**config.mk**
```make
export PLATFORM = sky130hd
export DESIGN_NAME = cache_ctrl_2way
export DESIGN_NICKNAME = d
export VERILOG_FILES = /design/src/rtl/cache_ctrl_pkg.sv /design/src/rtl/cache_ctrl_2way.sv
export SDC_FILE = /design/constraint.sdc
export NUM_CORES = 1
export LEC_CHECK = 0
export ABC_AREA = 1
export BUFFER_PORTS_ARGS = -buffer_cell sky130_fd_sc_hd__clkbuf_2
export CAP_MARGIN = 20
export CORE_AREA = 5 5 42 44
export DETAILED_ROUTE_END_ITERATION = 10
export DIE_AREA = 0 0 47 49
export PLACE_DENSITY = 0.51
export SYNTH_ARGS = -nofsm -noshare
export SYNTH_HDL_FRONTEND = slang
export SYNTH_SLANG_ARGS = --single-unit
```
**constraint.sdc**
```tcl
create_clock -name clk -period 1.28 [get_ports clk]
set_input_delay 0.064 -clock clk [delete_from_list [all_inputs] [get_ports clk]]
set_output_delay 0.064 -clock clk [all_outputs]
set_load 0.03 [all_outputs]
```
**src/rtl/cache_ctrl_pkg.sv**
```systemverilog
// Shared types and encodings for the 2-way cache controller.
// State enum, way index type and datapath mux select values.
package cache_ctrl_pkg;

  localparam int WAY_W = 1;

  typedef enum logic [1:0] {
    CHECK,
    WRITEBACK,
    ALLOCATE
  } cache_state_e;

  typedef logic [WAY_W-1:0] way_t;

  localparam logic DATA_SRC_CPU  = 1'b0;
  localparam logic DATA_SRC_PMEM = 1'b1;
  localparam logic ADDR_SRC_CPU  = 1'b0;
  localparam logic ADDR_SRC_WB   = 1'b1;

endpackage

```
**src/rtl/cache_ctrl_2way.sv**
```systemverilog
// Control FSM for a 2-way set-associative cache:
// zero-wait hits, dirty writeback and line allocation.
module cache_ctrl_2way
  import cache_ctrl_pkg::*;
#(
  parameter int S_WAY = 1
) (
  input  logic             clk,
  input  logic             rst,
  input  logic             mem_read,
  input  logic             mem_write,
  output logic             mem_resp,
  input  logic [1:0]       hit,
  input  logic [S_WAY-1:0] plru_way,
  input  logic [1:0]       victim_dirty,
  output logic             plru_load,
  output logic [S_WAY-1:0] plru_mru,
  output logic [S_WAY-1:0] way_sel,
  output logic             load_data,
  output logic             data_src,
  output logic             load_tag,
  output logic             set_valid,
  output logic             set_dirty,
  output logic             clr_dirty,
  output logic             addr_src,
  output logic             pmem_read,
  output logic             pmem_write,
  input  logic             pmem_resp
);

  if (S_WAY != 1) begin : g_bad_sway
    $error("cache_ctrl_2way: only S_WAY = 1 is supported");
  end

  cache_state_e     r_state;
  cache_state_e     w_next;
  logic [S_WAY-1:0] r_victim;

  logic             w_req;
  logic             w_hit;
  logic             w_miss;
  logic [S_WAY-1:0] w_hit_way;

  assign w_req     = mem_read | mem_write;
  assign w_hit     = |hit;
  assign w_miss    = w_req & ~w_hit;
  assign w_hit_way = S_WAY'(hit[1]);

  // Victim is frozen for the whole miss so PLRU updates cannot redirect it.
  always_ff @(posedge clk) begin
    if (rst) begin
      r_state  <= CHECK;
      r_victim <= '0;
    end else begin
      r_state <= w_next;
      if (r_state == CHECK && w_miss) begin
        r_victim <= plru_way;
      end
    end
  end

  always_comb begin
    w_next     = r_state;
    mem_resp   = 1'b0;
    plru_load  = 1'b0;
    plru_mru   = '0;
    way_sel    = '0;
    load_data  = 1'b0;
    data_src   = DATA_SRC_CPU;
    load_tag   = 1'b0;
    set_valid  = 1'b0;
    set_dirty  = 1'b0;
    clr_dirty  = 1'b0;
    addr_src   = ADDR_SRC_CPU;
    pmem_read  = 1'b0;
    pmem_write = 1'b0;
    unique case (r_state)
      CHECK: begin
        if (w_miss) begin
          w_next = victim_dirty[plru_way] ? WRITEBACK : ALLOCATE;
        end
        if (w_req && w_hit && !rst) begin
          mem_resp  = 1'b1;
          plru_load = 1'b1;
          plru_mru  = w_hit_way;
          way_sel   = w_hit_way;
          if (mem_write) begin
            load_data = 1'b1;
            data_src  = DATA_SRC_CPU;
            set_dirty = 1'b1;
          end
        end
      end
      WRITEBACK: begin
        way_sel    = r_victim;
        addr_src   = ADDR_SRC_WB;
        pmem_write = 1'b1;
        if (pmem_resp) begin
          w_next = ALLOCATE;
        end
      end
      ALLOCATE: begin
        way_sel   = r_victim;
        addr_src  = ADDR_SRC_CPU;
        pmem_read = 1'b1;
        if (pmem_resp) begin
          w_next = CHECK;
          if (!rst) begin
            load_data = 1'b1;
            data_src  = DATA_SRC_PMEM;
            load_tag  = 1'b1;
            set_valid = 1'b1;
            clr_dirty = 1'b1;
          end
        end
      end
      default: w_next = CHECK;
    endcase
  end

  always_ff @(posedge clk) begin
    if (!rst) begin
      assert (!(mem_read && mem_write))
        else $error("cache_ctrl_2way: read and write requested together");
      assert (!(r_state == CHECK && w_req && hit == 2'b11))
        else $error("cache_ctrl_2way: hit reported in both ways");
    end
  end

endmodule
```
==> results.ini <==
[timing]
fin_skew_ns=0.00247
layout_setup_ws_ns=-0.148
drv_slew=0
maxSlewHeadroom_pct=88.9
worst-slew-pin-transition_ns=0.167
period_needed_ns=1.43
fin_crit_sh_pct=112
setup_viol=6
rsz0062_at_grt=true
final.setup.tns_ns=-0.468
fmax_ghz=0.700
final_hold_viol_count=0

[floorplanning]
rows=14
core-area_mm2=0.00140
die_w_um=47
start_util_pct=24.7
fp.dieH_um=49
die_area_mm2=0.00230
ios=23

[yosys]
netlist_instances=59
synth-main-ff-cell=dfxtp_1
yosys-top-cells-count=17 x nand2_1, 14 x inv_1, 6 x nor2_1, 5 x buf_4, 4 x ha_1
netlist_area_um2=347
yosys.area.top_type_share_pct=18.4
synth_area_leaders=nand2_1 18%, dfxtp_1 17%, inv_1 15%
ys_seq_elements=3
synthDistinctLibCells=12
avgSynthCellArea_um2=5.87
syn_nets=73
post-synth-top-count-cell=nand2_1
synth_largest_area_cell=nand2_1
seq_area_frac_synth_pct=17.3
ys_async_sr_fraction_pct=0
yosysWarningCount=0
synth-edff-count=0

[critical_path]
startpoint=r_state[1]$_SDFFE_PP0P_
r2r_cells=10
required_ns=1.22
arrival_ns=1.36
startpoint_type=flop
r2r-start=r_state[0]$_SDFFE_PP0P_
path_max_fanout=2
crit_type=reg2out
worst_setup_path_end_kind=output port

[placement]
placed_cells=98
dp_hpwl_um=743
place.gp.congestion=0.759
port_buffers=22
dp_slack_ns=-0.0386
placed_cell_area_um2=499

[global_routing]
grt_pass1_vias=411
track_usage_pct=9.65
grt_first_pass_wirelength_um=1590
antenna_found_initial=0
grt_max_degree=5
grt.overflow.total=0

[cells_and_area]
fin_area_um2=708
area_growth_pct=104
fillers=145
drive_above_1_share_pct=64.0
antenna_cells=0
layout.cells.non_filler=102
nets=101
final_util_pct=50.5

[detailed_routing]
dr.pass1.iters=2
drt_iter0_drc=1
drc=0
vias_per_cell=4.03
wire_per_inst_um=9.98
ant_nets=0
routed_wl_um=1020
vias=411

[min_path]
hp-start=rst
whs_path_depth=2
hp-class=in2reg

[clock_network]
cts_buffer_depth=2
cts_tree=yes
cts_hold_buf=0
clk_pin_slew_ns=0.04
clk_latency_ns=0.23
root_buffer=clkbuf_4
cts_made_buffers=3
numClockSinks=3
htree_levels=1

[status]
outcome=finished with violations
violations=setup timing

[power]
peakVddDrop_mv=0.712
p_leak_nw=0.371
powerDensity_mw_per_mm2=1020

[run]
max-cap-violations=0

## cells by family after synthesis
| family | Yosys count | share of synthesized area [%] |
|---|---|---|
| fa+ha+maj | 4 | 14.4 |
| compound gates | 4 | 5.77 |
| flops | 3 | 17.3 |
| buf+inv | 20 | 27.1 |
| simple gates | 28 | 35.4 |
## sequential cells by signal (all words and copies together), names as in the netlist
name,flops
r_state,2
r_victim,1
## report_power, final
| group | switching, mW | total [mW] | internal (mW) |
|---|---|---|---|
| combinational | 0.249 | 0.445 | 0.197 |
| clock | 0.0471 | 0.164 | 0.117 |
| sequential | 0.00713 | 0.114 | 0.107 |
| total | 0.303 | 0.724 | 0.421 |
## worst max-delay path, cell delays in order (launching register included)
cell and delay [ns]:
dfxtp_2 0.32, inv_2 0.07, ha_4 0.13, inv_2 0.04, nor3_4 0.14, nand3_2 0.12
a21oi_2 0.15, clkbuf_8 0.17
## worst paths after layout
kind | to | slack (ns)
worst max-delay path | way_sel | -0.15
worst min-delay path | r_state[0]$_SDFFE_PP0P_ | 0.08
worst min register to register | r_victim$_SDFFE_PP0P_ | 0.47
worst max register to register | r_state[1]$_SDFFE_PP0P_ | 0.05
## per-stage QoR
stage	hold slack, ns	power, mW
2_1_floorplan	0.133	0.341
3_3_place_gp	0.318	0.431
3_5_place_dp	0.312	0.431
4_1_cts	0.0616	0.679
5_1_grt	0.0719	0.789
6_report	0.0847	0.724
## placed cells by master (no fill, tap or decap), types with 2 or more instances in the layout
master	n
clkbuf_8	2
a21oi_2	2
nand2_1	14
buf_8	5
ha_4	3
dfxtp_2	2
nor2_1	3
nor2_2	3
inv_2	5
clkbuf_2	10
nand2_2	3
buf_4	5
clkbuf_4	3
buf_6	6
inv_1	9
## area by class of cell
class	instances	area [µm²]	share of cell area (%)
clock buffers	4	26.3	3.71
inverters	15	61.3	8.66
multi-input cells	36	280	39.6
flip-flops and latches	3	62.6	8.83
well taps	16	20.0	2.83
repair buffers	28	258	36.4
## per-layer routing
| layer | share of wire, % | up-vias | global-route usage [%] |
|---|---|---|---|
| met4 | 0 | 0 | 6.91 |
| met5 | 0 | - | 0 |
| met2 | 61 | 13 | 15.8 |
| li1 | - | 221 | - |
| met3 | 4.7 | 0 | 2.21 |
| met1 | 34 | 177 | 10.1 |
## repair_timing
action | in CTS | in global routing
buffers inserted | 1 | 1
endpoints found under the setup margin | 12 | 14
hold endpoints to repair | 0 | 0
pin swaps | 6 | 8
gates resized for setup | 30 | 27
gates cloned | 0 | 0
Power figures use the tool's default switching activity.
